### src/rtl/spi_frame_ctrl_pkg.sv
// spi_frame_ctrl_pkg: shared FSM state encoding and default widths for the SPI frame sequencer
package spi_frame_ctrl_pkg;
  localparam int CHAR_NBITS_DEF = 16;
  localparam int FIFO_AW_DEF = 3;
  localparam int LEN_W_DEF = 16;
  typedef enum logic [2:0] {IDLE, SETUP, LOAD, XFER, GAP, HOLD} state_t;
endpackage

### src/rtl/spi_frame_ctrl_if.sv
// spi_frame_ctrl_if: host-side FIFO/frame controls plus the per-character handshake to the shifter
interface spi_frame_ctrl_if #(parameter int CHAR_NBITS = 16, parameter int LEN_W = 16);
  logic s_enable, s_tx_only, s_tx_wr, s_tx_full, s_rx_rd, s_rx_empty;
  logic s_frame_start, s_busy, s_frame_done, s_rx_ovf, s_ovf_clr;
  logic s_cs_n, s_char_go, s_char_done;
  logic [CHAR_NBITS-1:0] s_tx_wdata, s_rx_rdata, s_wchar, s_rchar;
  logic [LEN_W-1:0] s_frame_len;
  modport master (
    output s_enable, s_tx_only, s_tx_wr, s_tx_wdata, s_rx_rd, s_frame_len, s_frame_start, s_ovf_clr,
           s_char_done, s_rchar,
    input  s_tx_full, s_rx_rdata, s_rx_empty, s_busy, s_frame_done, s_rx_ovf, s_cs_n, s_char_go, s_wchar
  );
  modport slave (
    input  s_enable, s_tx_only, s_tx_wr, s_tx_wdata, s_rx_rd, s_frame_len, s_frame_start, s_ovf_clr,
           s_char_done, s_rchar,
    output s_tx_full, s_rx_rdata, s_rx_empty, s_busy, s_frame_done, s_rx_ovf, s_cs_n, s_char_go, s_wchar
  );
endinterface

### src/rtl/spi_frame_ctrl_fifo.sv
// spi_frame_ctrl_fifo: single-clock first-word-fall-through FIFO with wrap-bit pointers
module spi_frame_ctrl_fifo #(
  parameter int W = 16,
  parameter int AW = 3
) (
  input  logic         clk,
  input  logic         rst,
  input  logic         wr,
  input  logic [W-1:0] wdata,
  output logic         full,
  input  logic         rd,
  output logic [W-1:0] rdata,
  output logic         empty
);
  logic [W-1:0] mem [2**AW];
  logic [AW:0] wp, rp;
  assign empty = wp == rp;
  assign full = wp == {~rp[AW], rp[AW-1:0]};
  assign rdata = mem[rp[AW-1:0]];
  always_ff @(posedge clk)
    if (wr && !full) mem[wp[AW-1:0]] <= wdata;
  always_ff @(posedge clk or posedge rst)
    if (rst) begin
      wp <= '0;
      rp <= '0;
    end else begin
      wp <= wp + (AW+1)'(wr && !full);
      rp <= rp + (AW+1)'(rd && !empty);
    end
endmodule

### src/rtl/spi_frame_ctrl.sv
// spi_frame_ctrl: sequences chip select and one GO/DONE handshake per char, buffering TX and RX words
module spi_frame_ctrl import spi_frame_ctrl_pkg::*; #(
  parameter int CHAR_NBITS = CHAR_NBITS_DEF,
  parameter int FIFO_AW = FIFO_AW_DEF,
  parameter int LEN_W = LEN_W_DEF,
  parameter int CS_SETUP = 2,
  parameter int CS_HOLD = 2
) (
  input logic s_sysclk,
  input logic s_reset,
  spi_frame_ctrl_if.slave bus
);
  state_t state, state_nx;
  logic [7:0] cnt;
  logic [LEN_W-1:0] rem;
  logic [CHAR_NBITS-1:0] tx_head;
  logic tx_empty, rx_full, pop, push, cnt_end, done_ok;
  assign cnt_end = cnt == 8'(state == SETUP ? CS_SETUP - 1 : CS_HOLD - 1);
  assign pop = state == LOAD && bus.s_enable && !tx_empty;
  assign done_ok = state == XFER && bus.s_enable && bus.s_char_done;
  assign push = done_ok && !bus.s_tx_only;
  spi_frame_ctrl_fifo #(.W(CHAR_NBITS), .AW(FIFO_AW)) u_tx (
    .clk(s_sysclk), .rst(s_reset), .wr(bus.s_tx_wr), .wdata(bus.s_tx_wdata), .full(bus.s_tx_full),
    .rd(pop), .rdata(tx_head), .empty(tx_empty)
  );
  spi_frame_ctrl_fifo #(.W(CHAR_NBITS), .AW(FIFO_AW)) u_rx (
    .clk(s_sysclk), .rst(s_reset), .wr(push), .wdata(bus.s_rchar), .full(rx_full),
    .rd(bus.s_rx_rd), .rdata(bus.s_rx_rdata), .empty(bus.s_rx_empty)
  );
  always_ff @(posedge s_sysclk or posedge s_reset)
    if (s_reset) state <= IDLE;
    else state <= state_nx;
  always_comb begin
    state_nx = state;
    if (state != IDLE && !bus.s_enable) state_nx = IDLE;
    else
      case (state)
        IDLE:    state_nx = bus.s_frame_start && bus.s_enable && bus.s_frame_len != '0 ? SETUP : IDLE;
        SETUP:   state_nx = cnt_end ? LOAD : SETUP;
        LOAD:    state_nx = tx_empty ? LOAD : XFER;
        XFER:    state_nx = bus.s_char_done ? GAP : XFER;
        GAP:     state_nx = bus.s_char_done ? GAP : rem != '0 ? LOAD : HOLD;
        HOLD:    state_nx = cnt_end ? IDLE : HOLD;
        default: state_nx = IDLE;
      endcase
  end
  always_comb begin
    bus.s_char_go = state == XFER;
    bus.s_cs_n = state == IDLE;
    bus.s_busy = state != IDLE;
  end
  // cnt restarts on every state change, so SETUP and HOLD each count from zero
  always_ff @(posedge s_sysclk or posedge s_reset)
    if (s_reset) begin
      cnt <= '0;
      rem <= '0;
      bus.s_wchar <= '0;
      bus.s_frame_done <= 1'b0;
      bus.s_rx_ovf <= 1'b0;
    end else begin
      cnt <= state_nx != state ? '0 : cnt + 8'd1;
      rem <= state == IDLE && bus.s_frame_start ? bus.s_frame_len : done_ok ? rem - LEN_W'(1) : rem;
      bus.s_wchar <= pop ? tx_head : bus.s_wchar;
      bus.s_frame_done <= (state == HOLD && cnt_end && bus.s_enable) ||
                          (state == IDLE && bus.s_frame_start && bus.s_enable && bus.s_frame_len == '0);
      bus.s_rx_ovf <= (push && rx_full) || (bus.s_rx_ovf && !bus.s_ovf_clr);
    end
endmodule

### src/flat_wrapper.sv
// flat-port wrapper written by rule: the top's interface ports become plain ports
module spi_frame_ctrl_flat import spi_frame_ctrl_pkg::*;
#(
  parameter int CHAR_NBITS = CHAR_NBITS_DEF,
  parameter int FIFO_AW = FIFO_AW_DEF,
  parameter int LEN_W = LEN_W_DEF,
  parameter int CS_SETUP = 2,
  parameter int CS_HOLD = 2
)
  (s_sysclk, s_reset, bus_s_enable, bus_s_tx_only, bus_s_tx_wr, bus_s_tx_wdata, bus_s_rx_rd, bus_s_frame_len, bus_s_frame_start, bus_s_ovf_clr, bus_s_char_done, bus_s_rchar, bus_s_tx_full, bus_s_rx_rdata, bus_s_rx_empty, bus_s_busy, bus_s_frame_done, bus_s_rx_ovf, bus_s_cs_n, bus_s_char_go, bus_s_wchar);
  spi_frame_ctrl_if #(.CHAR_NBITS(CHAR_NBITS), .LEN_W(LEN_W)) bus_i ();
  input logic s_sysclk;
  input logic s_reset;
  input wire logic [$bits(bus_i.s_enable)-1:0] bus_s_enable;
  input wire logic [$bits(bus_i.s_tx_only)-1:0] bus_s_tx_only;
  input wire logic [$bits(bus_i.s_tx_wr)-1:0] bus_s_tx_wr;
  input wire logic [$bits(bus_i.s_tx_wdata)-1:0] bus_s_tx_wdata;
  input wire logic [$bits(bus_i.s_rx_rd)-1:0] bus_s_rx_rd;
  input wire logic [$bits(bus_i.s_frame_len)-1:0] bus_s_frame_len;
  input wire logic [$bits(bus_i.s_frame_start)-1:0] bus_s_frame_start;
  input wire logic [$bits(bus_i.s_ovf_clr)-1:0] bus_s_ovf_clr;
  input wire logic [$bits(bus_i.s_char_done)-1:0] bus_s_char_done;
  input wire logic [$bits(bus_i.s_rchar)-1:0] bus_s_rchar;
  output wire logic [$bits(bus_i.s_tx_full)-1:0] bus_s_tx_full;
  output wire logic [$bits(bus_i.s_rx_rdata)-1:0] bus_s_rx_rdata;
  output wire logic [$bits(bus_i.s_rx_empty)-1:0] bus_s_rx_empty;
  output wire logic [$bits(bus_i.s_busy)-1:0] bus_s_busy;
  output wire logic [$bits(bus_i.s_frame_done)-1:0] bus_s_frame_done;
  output wire logic [$bits(bus_i.s_rx_ovf)-1:0] bus_s_rx_ovf;
  output wire logic [$bits(bus_i.s_cs_n)-1:0] bus_s_cs_n;
  output wire logic [$bits(bus_i.s_char_go)-1:0] bus_s_char_go;
  output wire logic [$bits(bus_i.s_wchar)-1:0] bus_s_wchar;
  assign bus_i.s_enable = bus_s_enable;
  assign bus_i.s_tx_only = bus_s_tx_only;
  assign bus_i.s_tx_wr = bus_s_tx_wr;
  assign bus_i.s_tx_wdata = bus_s_tx_wdata;
  assign bus_i.s_rx_rd = bus_s_rx_rd;
  assign bus_i.s_frame_len = bus_s_frame_len;
  assign bus_i.s_frame_start = bus_s_frame_start;
  assign bus_i.s_ovf_clr = bus_s_ovf_clr;
  assign bus_i.s_char_done = bus_s_char_done;
  assign bus_i.s_rchar = bus_s_rchar;
  assign bus_s_tx_full = bus_i.s_tx_full;
  assign bus_s_rx_rdata = bus_i.s_rx_rdata;
  assign bus_s_rx_empty = bus_i.s_rx_empty;
  assign bus_s_busy = bus_i.s_busy;
  assign bus_s_frame_done = bus_i.s_frame_done;
  assign bus_s_rx_ovf = bus_i.s_rx_ovf;
  assign bus_s_cs_n = bus_i.s_cs_n;
  assign bus_s_char_go = bus_i.s_char_go;
  assign bus_s_wchar = bus_i.s_wchar;
  spi_frame_ctrl #(.CHAR_NBITS(CHAR_NBITS), .FIFO_AW(FIFO_AW), .LEN_W(LEN_W), .CS_SETUP(CS_SETUP), .CS_HOLD(CS_HOLD)) u_core (.s_sysclk(s_sysclk), .s_reset(s_reset), .bus(bus_i));
endmodule
### config.mk
export PLATFORM = sky130hd
export DESIGN_NAME = spi_frame_ctrl_flat
export DESIGN_NICKNAME = d
export VERILOG_FILES = /design/src/rtl/spi_frame_ctrl_pkg.sv /design/src/rtl/spi_frame_ctrl_if.sv /design/src/rtl/spi_frame_ctrl_fifo.sv /design/src/rtl/spi_frame_ctrl.sv /design/src/flat_wrapper.sv
export SDC_FILE = /design/constraint.sdc
export NUM_CORES = 1
export LEC_CHECK = 0
export BUFFER_PORTS_ARGS = -buffer_cell sky130_fd_sc_hd__buf_2
export CAP_MARGIN = 20
export CORE_MARGIN = 8
export CORE_UTILIZATION = 40
export DETAILED_ROUTE_END_ITERATION = 10
export SYNTH_ARGS = -nofsm -noshare
export SYNTH_HDL_FRONTEND = slang
export SYNTH_SLANG_ARGS = --single-unit
export TNS_END_PERCENT = 50
### constraint.sdc
create_clock -name s_sysclk -period 7.35 [get_ports s_sysclk]
set_input_delay 0 -clock s_sysclk [delete_from_list [all_inputs] [get_ports s_sysclk]]
set_output_delay 0 -clock s_sysclk [all_outputs]
set_load 0.03 [all_outputs]
-- Word level (Yosys, flattened, before mapping)
Memory sizes are Yosys's and may differ from the RTL's. A register that Yosys moved wholly into a read port is not among the register bits.
Cells that the tools add are included.
- bits in registers: 45
- RAM bits: 256
- output and inout bits: 39
- word-level logic and storage cells: 80
- memories kept: 2
- add/sub/neg operators: 6
- equal/unequal tests: 11
- muxes and demuxes: 16
- bitwise operators: 2
- reductions and logical operators: 34
- memories (memory ; depth ; bits a word ; rd ports ; clocked after memory_dff ; wr ports ; RTL line ; RTL):
    u_core.u_rx.mem ; 8 ; 16 ; 1 ; 0 ; 1 ; spi_frame_ctrl_fifo.sv:15 ; logic [W-1:0] mem [2**AW];
    u_core.u_tx.mem ; 8 ; 16 ; 1 ; 1 ; 1 ; spi_frame_ctrl_fifo.sv:15 ;
- operators with widths (kind ; count):
    two-way mux 16 bit ; 2
    nonzero test 16 bit ; 2
    logical AND 1 bit ; 19
    case mux 3 bit (6 select lines) ; 1
    adder 4 x 1 -> 4 bit ; 4
    == test 4 bit ; 4
    logical NOT 16 bit ; 1
    subtractor 16 x 1 -> 16 bit, second input constant ; 1
    two-way mux 3 bit ; 5
    adder 8 x 1 -> 8 bit, second input constant ; 1
    == test 8 x 1 -> 1 bit, second input constant ; 1
    two-way mux 8 bit ; 1
    logical NOT 1 bit ; 7
    == test 3 x 2 -> 1 bit, second input constant ; 2
    == test 3 bit, second input constant ; 2
    two-way mux 1 bit ; 6
    == test 3 x 1 -> 1 bit, second input constant ; 1
    logical NOT 3 bit ; 1
    inequality test 3 bit ; 1
    nonzero test 3 bit ; 1
    logical OR 1 bit ; 2
    two-way mux 2 bit ; 1
    NOT 1 bit ; 2
    nonzero test 2 bit ; 1

-- Depth between registers and ports, before layout
Gate-level depths: netlist (run 1).
- depth after elaboration: 7
- mapped depth: 9

-- Cells and area by module
Synthesis (run 1) repeated with hierarchy kept, for this count alone.
- cell total of the unflattened synthesis: 741
- area total of the unflattened synthesis: 13156.4 µm²
- modules (own cells, without submodules) (module ; times used ; cells each ; area each (µm²) ; seq. area each (µm²)):
    spi_frame_ctrl_fifo at u_core.u_tx ; 1 ; 231 ; 5381.4 ; 4043.9
    spi_frame_ctrl_fifo at u_core.u_rx ; 1 ; 228 ; 5373.9 ; 4043.9
    spi_frame_ctrl ; 1 ; 282 ; 2401.1 ; 1126.1

-- Worst setup path before layout (run 1)
No wires, ideal clock.
- path kind: flip-flop to flip-flop
- start point: register u_core.state[1]
- end point: memory u_core.u_rx.mem[0][0], enable pin
- library setup time: 0.409 ns
- arrival time: 2.899 ns
- setup slack: 4.042 ns
- cell stages (with the launch flop): 8
- path buffers: 2
- clock period less this slack: 3.308 ns
- cell sequence: dfrtp_1 -> clkbuf_1 -> and3b_1 -> clkbuf_1 -> nand3_1 -> nor3_1 -> nand2b_1 -> nor3_1
- cells in the longest elaborated chain, start to end: 7
- RTL lines (what ; RTL line ; RTL):
    start, declared ; spi_frame_ctrl.sv:13 ; state_t state, state_nx;
    start signal, assigned ; spi_frame_ctrl.sv:32 ; else state <= state_nx;
    == test 3 x 2 -> 1 bit ; - ;
    net bus_s_char_go ; flat_wrapper.sv:31 ; output wire logic [$bits(bus_i.s_char_go)-1:0] bus_s_char_go;
    logical AND 1 bit (2 in a row) ; spi_frame_ctrl.sv:20 ; assign done_ok = state == XFER && bus.s_enable && bus.s_char_done;
    logical AND 1 bit ; spi_frame_ctrl.sv:21 ; assign push = done_ok && !bus.s_tx_only;
    logical AND 1 bit ; spi_frame_ctrl_fifo.sv:21 ; if (wr && !full) mem[wp[AW-1:0]] <= wdata;
    two-way mux 1 bit ; spi_frame_ctrl_fifo.sv:21 ;
    two-way mux 1 bit (implied by the code) ; spi_frame_ctrl_fifo.sv:21 ;
    end, declared ; spi_frame_ctrl_fifo.sv:15 ;
The timed path passes the listed nets, and every way through them passes these cells.

-- Worst setup path after layout (run 1)
- start point: register u_core.u_rx.rp[0]
- end point: output bus_s_rx_rdata[9]
- cells in the longest elaborated chain, start to end: 1
- RTL lines (what ; RTL line ; RTL):
    start, declared ; spi_frame_ctrl_fifo.sv:16 ; logic [AW:0] wp, rp;
    start signal, assigned ; spi_frame_ctrl_fifo.sv:28 ; rp <= rp + (AW+1)'(rd && !empty);
    memory read (8 x 16 bit) ; - ;
    end, declared ; flat_wrapper.sv:25 ; output wire logic [$bits(bus_i.s_rx_rdata)-1:0] bus_s_rx_rdata;
No other way between the ends.

==> run summary, run 1 <==
First-pass GRT wire length - 40.8 mm
Net count, final - 961
Post-synthesis async set-or-reset flop share - 19.2%
Reg2Reg Launch Point - u_core.rem[0]$_DFFE_PP0P_
Die area - 37800 um^2
Hold-critical path endpoint - u_core.rem[8]$_DFFE_PP0P_
Syn-to-layout area delta - 21.3%
Vias - 6885
Sequential area share after synthesis - 72.4%
Main synth FF type - edfxtp_1
CTS Buf Count - 36
Fmax - 0.365 GHz
Crit. End Element - primary output
Clk root buf - clkbuf_16
R2R Setup Slk - 4.64 ns
CTS tree - yes
Comb power frac - 28.2%
Lkg Pwr - 0.00551 uW
Global router's overall resource usage - 13.6%
Die X - 194 um
Critical-path maximum fanout - 21
Synth Area in Adders - 1.08%
WL per Instance - 19.5 um
Slowest cell on crit path - dfrtp_2
DR pass1 iterations - 5
Final clock period utilization by the worst path - 37.2%
Yosys cell types - 49
Minimum clock period - 2.74 ns
Crit path launch type - register
EDFF count, synth - 256
Max stage delay on crit path - 0.66 ns
Core outline area - 31500 um^2
Pwr dens - 365 nW/um^2
Status - finished clean
Worst setup path class - register to primary output
Worst hold path type - primary input to register
RSZ-0062 raised after global routing - false
Largest area contributor in the netlist - edfxtp_1
Synthesized cell area - 12700 um^2
CTS Hold Bufs - 58
Post-route ant nets - 0
Hold path start - bus_s_frame_start
Vias in the first global route - 7185
Port bufs - 95
Maximum vdd ir drop - 274 uV
Flop pwr share - 42.6%
Ports - 96
Final hold viol count - 0
DPL Wire Length - 15.8 mm
DIE HEIGHT - 194 um
CP top delay family - multiplexers
Mux cell area share after synthesis - 14.0%
Final setup viols - 0
CP required - 7.35 ns
Avg Vias per Cell - 5.21
Tightest Pin Transition - 0.926 ns
Row count - 65
DRC violations left - 0
P_int - 3850 uW
Sum Neg Setup Slack - 0 ns
Worst clock skew - 0.0133 ns
Reg clk slew, reported paths - 0.06 ns
Clock power frac - 29.2%
Simple-gate portion of the synthesized area - 6.30%
Post_cts resized - 0
DRC marker count from the first detailed-route iteration - 411
Initial antenna violation count - 1
Power, Total - 5640 uW
Psw - 1800 uW
Ratio of cells with drive above 1 in the final layout - 28.4%
RD Place Congestion - 0.755
Slew HR - 38.2%
Initial Util - 40.4%
Synth area leaders - edfxtp_1 (60%), dfrtp_1 (12%), mux4_2 (11%)
Syn Inst Count - 714
Pin count of the biggest net entering global routing - 62
# H-tree levels - 2
Critical path, cell by cell - buf_4 > mux4_2 > mux2_2 > buf_2
FF-to-FF End - u_core.cnt[1]$_DFF_PP0_
Worst hold path depth - 3
Critical path data arrival time - 2.74 ns
DRT Wirelength - 25.8 mm
Post-CTS Setup Inserts - 0
CP Buf/Inv Count - 2
Seq cells post-synth - 317
Synth Area in XOR/XNOR - 1.65%
Largest family of logic cells by synthesized area - multiplexers
Max Buffers Root-to-Sink - 3
Synth warn - 0
Syn Nets - 782
Sw Ratio - 31.8%
Max Slew Vio Count - 0
Clock sinks - 317
Synth Area in Compound Gates - 3.21%
Clock Latency Late Sink - 0.51 ns
Post-synth top area share - 60.4%
FF-to-FF path depth - 7
Synth Area per Inst - 17.8 um^2
Critical path startpoint - u_core.u_rx.rp[0]$_DFF_PP0_
Max Cap Viol - 0
Global route total overflow - 0
## power by group through the flow
stage	Combinational [uW]	Clock (uW)	Sequential, uW
finish	1590	1650	2400
global route	1730	1760	2440
CTS	1620	1700	2410
detailed placement	1590	0	2440
global placement	1570	0	2440
floorplan	1160	0	2400
## metrics by stage
step,utilization (%),instance area [um^2],std cells,hold slack [ns],setup slack [ns]
after floorplan,-,12700,714,0.0989,4.04
after global placement,43.8,13800,1199,0.236,4.67
after detailed placement,43.8,13800,1199,0.241,4.59
after CTS,49.1,15400,1321,0.0889,4.52
after global routing,49.1,15400,1322,0.124,4.34
final,49.1,15400,1322,0.104,4.61
## kinds of logic after synthesis
family	Yosys count
flops	317
simple gates	157
fa+ha+maj	11
xor+xnor	24
mux	96
buf+inv	47
compound gates	62
## worst max-delay path by stage
stage	end	depth (start not counted)	slack, ns
floorplan	u_core.u_rx.mem[0][0]$_DFFE_PP_	7	4.04
global placement	u_core.u_rx.mem[5][2]$_DFFE_PP_	7	4.67
detailed placement	u_core.u_rx.mem[1][3]$_DFFE_PP_	7	4.59
CTS	bus_s_rx_rdata[5]	4	4.52
global route	u_core.u_rx.mem[3][11]$_DFFE_PP_	7	4.34
finish	bus_s_rx_rdata[9]	4	4.61
## area by class of cell
| class | instances | area, um^2 |
|---|---|---|
| Antenna cell | 1 | 2.50 |
| Clock buffer | 48 | 956 |
| Clock inverter | 16 | 134 |
| Fill cell | 2604 | 16000 |
| Inverter | 12 | 45.0 |
| Multi-Input combinational cell | 350 | 3360 |
| Sequential cell | 317 | 9220 |
| Tap cell | 402 | 503 |
| Timing Repair Buffer | 176 | 1230 |
## cells in the final DEF, fill, tap and decap left out, drive strengths merged, types with 3 or more instances in the layout
| cell type | n |
|---|---|
| and2 | 7 |
| o211ai | 3 |
| o22ai | 3 |
| dfrtp | 61 |
| or3 | 5 |
| mux4 | 64 |
| nand2 | 47 |
| o311ai | 3 |
| mux2i | 16 |
| xor2 | 10 |
| inv | 14 |
| clkbuf | 48 |
| edfxtp | 256 |
| xnor2 | 14 |
| nor2 | 23 |
| nor4b | 4 |
| ha | 11 |
| dlygate4sd3 | 58 |
| nand4 | 5 |
| mux2 | 16 |
| o21ai | 26 |
| or4 | 4 |
| or2 | 3 |
| a21oi | 10 |
| clkinv | 12 |
| nand3 | 13 |
| and3 | 3 |
| nand2b | 8 |
| nor4 | 10 |
| a221o | 4 |
| nor3 | 18 |
| buf | 118 |
## tightest hold or removal path: stages
cell	delay, ns
buf_2	0.10
nand2_1	0.34
a21oi_1	0.12
## cells in the mapped netlist (4+ instances only)
cell type,n
edfxtp_1,256
mux4_2,64
dfrtp_1,61
nand2_1,47
clkbuf_1,27
o21ai_0,26
nor2_1,23
nor3_1,18
mux2_2,16
mux2i_1,16
xnor2_1,14
nand3_1,13
inv_1,12
ha_1,11
a21oi_1,10
nor4_1,10
xor2_1,10
buf_1,8
nand2b_1,8
and2_1,7
nand4_1,5
or3_1,5
a221o_1,4
nor4b_1,4
## flip-flops by register name, summed over array words and instances, names as in the netlist
register	flops
u_core.u_rx.rp	4
u_core.rem	16
u_core.u_tx.wp	4
u_core.u_rx.mem	128
u_core.state	3
u_core.bus.s_frame_done	1
u_core.bus.s_rx_ovf	1
u_core.bus.s_wchar	16
u_core.u_rx.wp	4
u_core.u_tx.mem	128
u_core.u_tx.rp	4
u_core.cnt	8
## layer usage
| metal | part of all wire, % | vias up | GRT usage (%) | wire [um] |
|---|---|---|---|---|
| met1 | 46 | 3494 | 18.4 | 12000 |
| met2 | 47 | 162 | 21.8 | 12100 |
| li1 | - | 3193 | - | - |
| met3 | 5.1 | 36 | 3.04 | 1330 |
| met4 | 1.5 | 0 | 3.56 | 399 |
| met5 | 0 | - | 0 | 0 |
No activity file was read; power rests on OpenSTA's default activity.
==> run 2: changes to the inputs <==
clock period = 2.7 ns   (was 7.35 ns; I/O delays follow)
==> run summary, run 2 (synthesis gave the netlist of run 1 again) <==
Lkg Pwr - 0.00568 uW
Max stage delay on crit path - 0.55 ns
Power, Total - 15700 uW
Post-CTS Setup Inserts - 0
CP required - 3.07 ns
P_int - 10800 uW
Clock sinks - 317
# H-tree levels - 2
Post-route ant nets - 0
First-pass GRT wire length - 42.2 mm
Crit path launch type - register
Reg2Reg Launch Point - u_core.rem[1]$_DFFE_PP0P_
Initial Util - 40.4%
Pwr dens - 995 nW/um^2
Clk root buf - clkbuf_16
WL per Instance - 19.5 um
Vias - 6953
Inst Count DP - 1222
Global router's overall resource usage - 14.1%
Sw Ratio - 30.9%
Pre-CTS setup slack - 0.0772 ns
Post-DP Area - 14000 um^2
Final core utilization - 50.0%
Row count - 65
Critical path, cell by cell - inv_1 > ha_1 > or4b_4 > or3_1 > or4b_4 > a31oi_4 > nor3_1
Finished Layout Cells - 1350
Die area - 37800 um^2
Min setup slack post-route - 0.147 ns
CTS tree - yes
Ports - 96
RSZ-0062 raised after global routing - false
Port bufs - 95
Final setup viols - 0
RD Place Congestion - 0.807
DRT Wirelength - 26.3 mm
Net count, final - 987
Ratio of cells with drive above 1 in the final layout - 30.9%
Worst setup path class - register to register
Worst clock skew - 0.0274 ns
Minimum clock period - 2.55 ns
CTS Buf Count - 35
Initial antenna violation count - 2
Commonest non-fill, non-tap cell in the layout - edfxtp_1
Status - finished clean
Maximum vdd ir drop - 668 uV
Critical-path maximum fanout - 8
DRC marker count from the first detailed-route iteration - 373
Pin count of the biggest net entering global routing - 35
Slew HR - 43.7%
Final instance area - 15700 um^2
Max Buffers Root-to-Sink - 3
Flop pwr share - 40.4%
Hold path start - bus_s_rx_rd
DPL Wire Length - 16.5 mm
Core outline area - 31500 um^2
Comb power frac - 29.8%
Syn-to-layout area delta - 23.7%
Crit. End Element - register
Tightest Pin Transition - 0.842 ns
DR pass1 iterations - 4
DRC violations left - 0
Global route total overflow - 0
Max Cap Viol - 0
Fmax - 0.392 GHz
Psw - 4840 uW
Vias in the first global route - 7451
Slowest cell on crit path - or4b_4
Critical path startpoint - u_core.rem[1]$_DFFE_PP0P_
Clock Latency Late Sink - 0.52 ns
DIE HEIGHT - 194 um
Reg clk slew, reported paths - 0.06 ns
Final hold viol count - 0
Clock power frac - 29.8%
Critical path data arrival time - 2.92 ns
Worst hold path type - primary input to register
Avg Vias per Cell - 5.15
Most frequent cells in the layout - edfxtp_1 (256), buf_2 (95), mux4_2 (64), dlygate4sd3_1 (62), dfrtp_1 (59)
Die X - 194 um
Final clock period utilization by the worst path - 94.6%
CP dominant cell by count - or4b_4
Max Slew Vio Count - 0
## run 2: cell count changes in the layout (fill, tap and decap cells not counted), moves of 2 or more
cell / before / now
clkbuf_1: 11 / 8
buf_4: 23 / 45
clkbuf_8: 1 / 3
dlygate4sd3_1: 58 / 62
bufinv_16: 1 / 3
## run 2: power by group through the flow
stage | clock network, uW | logic (uW) | registers, uW
floorplan | 0 | 3170 | 6520
global placement | 0 | 4600 | 6390
detailed placement | 0 | 4630 | 6410
CTS | 4810 | 4780 | 6320
global route | 4970 | 5130 | 6410
finish | 4660 | 4670 | 6330
## run 2: final cells by class
cell class                      instances  area, um^2
Multi-Input combinational cell        350        3380
Inverter                               12        45.0
Sequential cell                       317        9220
Fill cell                            2580       15700
Antenna cell                            2        5.00
Timing Repair Buffer                  203        1450
Tap cell                              402         503
Clock inverter                         17         174
Clock buffer                           47         972
## run 2: routing by layer
layer	GRT usage [%]	part of all wire, %	wire [um]	vias up
met1	17.6	43	11300	3458
met3	2.73	4.5	1190	59
li1	-	-	-	3253
met2	23.8	49	12900	183
met5	0	0	0	-
met4	6.00	3.3	857	0
## run 2: worst paths after layout
path / cells after the start / slack (ns) / endpoint
max: 7 / 0.15 / u_core.cnt[4]$_DFF_PP0_
min: 3 / 0.005 / u_core.u_rx.rp[0]$_DFF_PP0_
max reg2reg: 7 / 0.15 / u_core.cnt[4]$_DFF_PP0_
min reg2reg: 2 / 0.48 / u_core.bus.s_wchar[14]$_DFFE_PP0P_
max in group asynchronous: 4 / 1.86 / u_core.bus.s_wchar[15]$_DFFE_PP0P_
min in group asynchronous: 3 / 0.16 / u_core.bus.s_frame_done$_DFF_PP0_
## run 2: worst max-delay path: cells and delay by family, from the launching register on
kind / cells / cell delay [ns]
simple gates: 4 / 1.51
flops: 1 / 0.37
compound gates: 1 / 0.29
fa+ha+maj: 1 / 0.16
buf+inv: 1 / 0.09
## run 2: repair_timing
item / in CTS / in global routing
hold endpoints to repair: 307 / 0
resized for setup: 0 / 4
hold buffers: 62 / 0
endpoints found under the setup margin: 0 / 9
## run 2: metrics by stage
step                hold WS [ns]  TNS [ns]
floorplan                 0.0989    -24.59
global placement           0.168         0
detailed placement         0.173         0
CTS                      0.00437         0
global route              0.0273         0
finish                   0.00459         0
